[src/rtl/nibble_adder_pkg.sv]
// Shared types and sizing helpers for the nibble-serial adder.
package nibble_adder_pkg;

  typedef enum logic [1:0] {
    IDLE = 2'd0,
    RUN  = 2'd1,
    DONE = 2'd2
  } state_t;

  localparam int NIBBLE_W = 4;

  function automatic int nib_count(input int width);
    return width / NIBBLE_W;
  endfunction

  function automatic int cnt_width(input int width);
    return $clog2(width / NIBBLE_W);
  endfunction

endpackage

[src/rtl/adder_4bit.sv]
// 4-bit ripple adder; the only wide arithmetic resource of the serial adder.
module adder_4bit (
  input  logic [3:0] a,
  input  logic [3:0] b,
  input  logic       cin,
  output logic [3:0] sum,
  output logic       cout
);

  assign {cout, sum} = {1'b0, a} + {1'b0, b} + {4'b0000, cin};

endmodule

[src/rtl/nibble_serial_adder.sv]
// WIDTH-bit adder that streams operands LSB-first through one 4-bit adder,
// with valid/ready handshakes on both the operand and the result side.
module nibble_serial_adder
  import nibble_adder_pkg::*;
#(
  parameter int WIDTH = 16
) (
  input  logic             clk,
  input  logic             rst,
  input  logic             in_valid,
  output logic             in_ready,
  input  logic [WIDTH-1:0] a,
  input  logic [WIDTH-1:0] b,
  input  logic             cin,
  output logic             out_valid,
  input  logic             out_ready,
  output logic [WIDTH-1:0] sum,
  output logic             cout,
  output logic             ovf
);

  localparam int             NIB  = nib_count(WIDTH);
  localparam int             CW   = cnt_width(WIDTH);
  localparam logic [CW-1:0]  LAST = CW'(NIB - 1);

  if ((WIDTH % NIBBLE_W) != 0 || WIDTH < 8) begin : g_bad_width
    $error("nibble_serial_adder: WIDTH must be a multiple of 4 and at least 8");
  end

  state_t           state, next_state;
  logic [WIDTH-1:0] a_sh, b_sh, res;
  logic             carry, a_msb, b_msb, cout_q, ovf_q;
  logic [CW-1:0]    cnt;
  logic [3:0]       nib_sum;
  logic             nib_cout;
  logic             accept;

  assign accept = in_valid && in_ready;

  adder_4bit u_adder (
    .a    (a_sh[NIBBLE_W-1:0]),
    .b    (b_sh[NIBBLE_W-1:0]),
    .cin  (carry),
    .sum  (nib_sum),
    .cout (nib_cout)
  );

  // NOTE: sequential state is assigned with <= so every flop samples pre-edge values.
  always_ff @(posedge clk) begin
    if (rst) state <= IDLE;
    else     state <= next_state;
  end

  // NOTE: a default assignment ahead of the case keeps this block free of latches.
  always_comb begin
    next_state = state;
    unique case (state)
      IDLE:    if (accept)      next_state = RUN;
      RUN:     if (cnt == LAST) next_state = DONE;
      DONE:    if (out_ready)   next_state = IDLE;
      default:                  next_state = IDLE;
    endcase
  end

  // Handshake outputs depend only on registered state (and reset masking in_ready).
  always_comb begin
    in_ready  = 1'b0;
    out_valid = 1'b0;
    unique case (state)
      IDLE:    in_ready  = !rst;
      DONE:    out_valid = 1'b1;
      default: ;
    endcase
  end

  always_ff @(posedge clk) begin
    if (rst) begin
      a_sh   <= '0;
      b_sh   <= '0;
      res    <= '0;
      carry  <= 1'b0;
      a_msb  <= 1'b0;
      b_msb  <= 1'b0;
      cnt    <= '0;
      cout_q <= 1'b0;
      ovf_q  <= 1'b0;
    end else if (accept) begin
      a_sh  <= a;
      b_sh  <= b;
      carry <= cin;
      a_msb <= a[WIDTH-1];
      b_msb <= b[WIDTH-1];
      cnt   <= '0;
    end else if (state == RUN) begin
      a_sh  <= a_sh >> NIBBLE_W;
      b_sh  <= b_sh >> NIBBLE_W;
      // New nibble enters at the top so the word is LSB-aligned after NIB shifts.
      res   <= {nib_sum, res[WIDTH-1:NIBBLE_W]};
      carry <= nib_cout;
      cnt   <= cnt + 1'b1;
      if (cnt == LAST) begin
        cout_q <= nib_cout;
        ovf_q  <= (a_msb == b_msb) && (nib_sum[NIBBLE_W-1] != a_msb);
      end
    end
  end

  assign sum  = res;
  assign cout = cout_q;
  assign ovf  = ovf_q;

endmodule

[config.mk]
export PLATFORM = sky130hd
export DESIGN_NAME = nibble_serial_adder
export DESIGN_NICKNAME = d
export VERILOG_FILES = /design/src/rtl/nibble_adder_pkg.sv /design/src/rtl/adder_4bit.sv /design/src/rtl/nibble_serial_adder.sv
export SDC_FILE = /design/constraint.sdc
export NUM_CORES = 1
export LEC_CHECK = 0
export BUFFER_PORTS_ARGS = -buffer_cell sky130_fd_sc_hd__buf_2
export CORE_UTILIZATION = 47
export CTS_CLUSTER_SIZE = 16
export DETAILED_ROUTE_END_ITERATION = 8
export HOLD_SLACK_MARGIN = 0.08
export PLACE_DENSITY_LB_ADDON = 0.12
export SLEW_MARGIN = 20
export SYNTH_ARGS = -nofsm -noshare
export SYNTH_HDL_FRONTEND = slang
export SYNTH_SLANG_ARGS = --single-unit
[constraint.sdc]
create_clock -name clk -period 1.65 [get_ports clk]
set_input_delay 0 -clock clk [delete_from_list [all_inputs] [get_ports clk]]
set_output_delay 0 -clock clk [all_outputs]
set_load 0.03 [all_outputs]
==> impl_metrics.ini <==
[run_status]
outcome = complete, but fails checks
violations = DRC, setup timing

[yosys]
syn_area_sq_mm = 0.00231
syn_nets = 309
yosysTopAreaCellShare_pct = 49.4
ys_warn_count = 0
seq_area_frac_synth_pct = 49.4
synth_edf_count = 0
ys.flop_type = dfxtp_1
netlist_instances = 266
synth_top_cell_by_area = dfxtp_1
ys_async_sr_fraction_pct = 0
yosys.cell_types.count = 35
ys_ff_latch = 57
synth.area.top_cells = dfxtp_1, a21oi_1, nand2_1
avgSynthCellArea_sq_um = 8.68

[global_route]
grt_pass1_wl_um = 9070
grt_max_degree = 58
antenna_found_initial = 0
grt_usage_pct = 22.9
first_global_vias = 2029
overflow = 0

[floorplanning]
die-area_sq_mm = 0.00520
core_area_sq_mm = 0.00472
rows = 25
num_io_pins = 57
initial_utilization_pct = 48.9
fp.dieH_um = 72.1
die_w_um = 72.1

[layout]
final_common_cell = nand2_1
area_growth_pct = 45.0
final_cell_mix = nand2_1, buf_2, dfxtp_1, a21oi_1, dlygate4sd3_1
final_area_sq_mm = 0.00335
num_antenna_cells = 0
stdcell_count = 437
final_nets = 409
drive_gt1_share_pct = 30.0

[routing]
top_layer = met4
post_drt_via_cell_ratio = 5.04
first_iter_violations = 87
ant_nets = 0
dr.pass1.iters = 6
vias = 2202
wl_met3_um = 167
drt-total-wl_um = 5660
wl_met2_um = 2800
wl_met1_um = 2580
drc = 2
wire_per_inst_um = 13.0

[timing]
relSlewSlack_pct = 60.5
tightest_slew_ns = 0.592
timing.final.crit_period_ns = 1.69
fin_skew_ns = 0.00625
period_share_pct = 103
tns_ns = -0.0437
setup_ws_ns = -0.0437
timing.fmax_ghz = 0.590
hold_viol_final = 0
setup_viol = 1
rsz0062_at_grt = yes
drv_slew = 0

[placed_design]
gp_congestion = 0.734
pre_cts_ws_ns = -0.0956
dp_hpwl_um = 3210
placed_area_sq_mm = 0.00270
dp.cells = 381
port_buffers = 56

[pwr]
peakVddDrop_uv = 628
power.density_mw_per_mm2 = 945
p_leak_nw = 1.34

[critical_path]
required_ns = 1.88
worstPathMaxFanout = 2
crit_slowest_cell = or4_4
startpoint_type = flop
endpoint_kind = flop
worstPathArrival_ns = 1.93
cp_slowest_stage_delay_ns = 0.47
critPathKind = flop to flop
path_cells = ha_1 > inv_2 > and3_4 > or4_4 > a311oi_2

[cts]
clkSinkCount = 57
clkTransAtPathRegs_ns = 0.06
cts_inserted_buffers = 9
cts_tree = yes
cts-htree-levels = 3
cts_buffer_depth = 2
root_buffer = clkbuf_8
clk_latency_ns = 0.32

[job]
cap_violations = 0

[worst_hold_path]
hp-class = primary input to flop
==> synthesized netlist by cell type, types with 2 or more instances <==
cell / count
nand2_1: 60
dfxtp_1: 57
a21oi_1: 47
a22oi_1: 26
nor2_1: 10
buf_2: 9
nand3_1: 7
clkbuf_1: 6
inv_1: 6
ha_1: 4
buf_4: 3
nor2b_1: 3
nor3_1: 3
a211oi_1: 2
a22o_1: 2
fa_1: 2
==> flip-flops by register name, indices dropped and copies added (netlist names) <==
register and flops:
state 2, b_sh 16, sum 16, cnt 2, b_msb 1, a_msb 1, carry 1, a_sh 16
ovf 1, cout 1
==> per-stage QoR <==
stage / utilization [%] / total power, mW / hold WS, ns
after global routing: 70.9 / 3.30 / 0.230
final: 70.9 / 3.17 / 0.220
after CTS: 69.8 / 3.18 / 0.190
after floorplan: - / 1.70 / 0.0659
after global placement: 57.1 / 1.82 / 0.242
after detailed placement: 57.1 / 1.82 / 0.246
==> path summary, 6_finish.rpt <==
kind                        startpoint                     to  slack (ns)  cells past startpoint
setup / recovery  b_sh[3]$_SDFFE_PP0P_       ovf$_SDFFE_PP0P_       -0.04                      5
hold reg to reg    sum[3]$_SDFFE_PP0P_    sum[3]$_SDFFE_PP0P_        0.45                      2
setup reg to reg  b_sh[3]$_SDFFE_PP0P_       ovf$_SDFFE_PP0P_       -0.04                      5
hold / removal                     rst  a_sh[13]$_SDFFE_PP0P_        0.22                      5
==> area by class of cell <==
| cell class | instances | area (sq um) |
|---|---|---|
| Multi-Input combinational cell | 184 | 1120 |
| Clock buffer | 12 | 155 |
| Timing Repair Buffer | 108 | 783 |
| Clock inverter | 3 | 40.0 |
| Sequential cell | 57 | 1150 |
| Inverter | 6 | 22.5 |
| Fill cell | 370 | 1370 |
| Tap cell | 67 | 83.8 |
==> timing repair <==
action,CTS,global route
buffers inserted,2,3
gates cloned,0,1
hold endpoints to repair,37,0
hold buffers,35,0
pin swaps,7,7
endpoints found under the setup margin,2,25
gates resized for setup,11,7
==> per-layer routing <==
layer / vias up / global-route usage (%)
li1: 1126 / -
met1: 1010 / 26.4
met2: 55 / 39.9
met3: 11 / 5.00
met4: 0 / 11.8
met5: - / 0
==> worst max-delay path, delay by kind of cell (launching register included) <==
kind / cells / cell delay (ns)
flip-flops: 1 / 0.32
buffers and inverters: 1 / 0.06
adder cells (fa/ha/maj): 1 / 0.34
AND/OR/NAND/NOR: 2 / 0.64
AO/OA/AOI/OAI: 1 / 0.26
==> kinds of logic after synthesis <==
| family | count (synthesis) | share of synthesized area (%) |
|---|---|---|
| XOR/XNOR | 1 | 0.379 |
| multiplexers | 1 | 0.433 |
| flip-flops | 57 | 49.4 |
| AO/OA/AOI/OAI | 85 | 22.8 |
| AND/OR/NAND/NOR | 90 | 17.6 |
| adder cells (fa/ha/maj) | 6 | 3.90 |
| buffers and inverters | 26 | 5.52 |
==> report_power, final <==
group | switching [mW] | internal, mW
Sequential | 0.0362 | 1.43
Clock | 0.510 | 0.766
Combinational | 0.218 | 0.203
Total | 0.764 | 2.40
No activity file was read; power rests on OpenSTA's default activity.
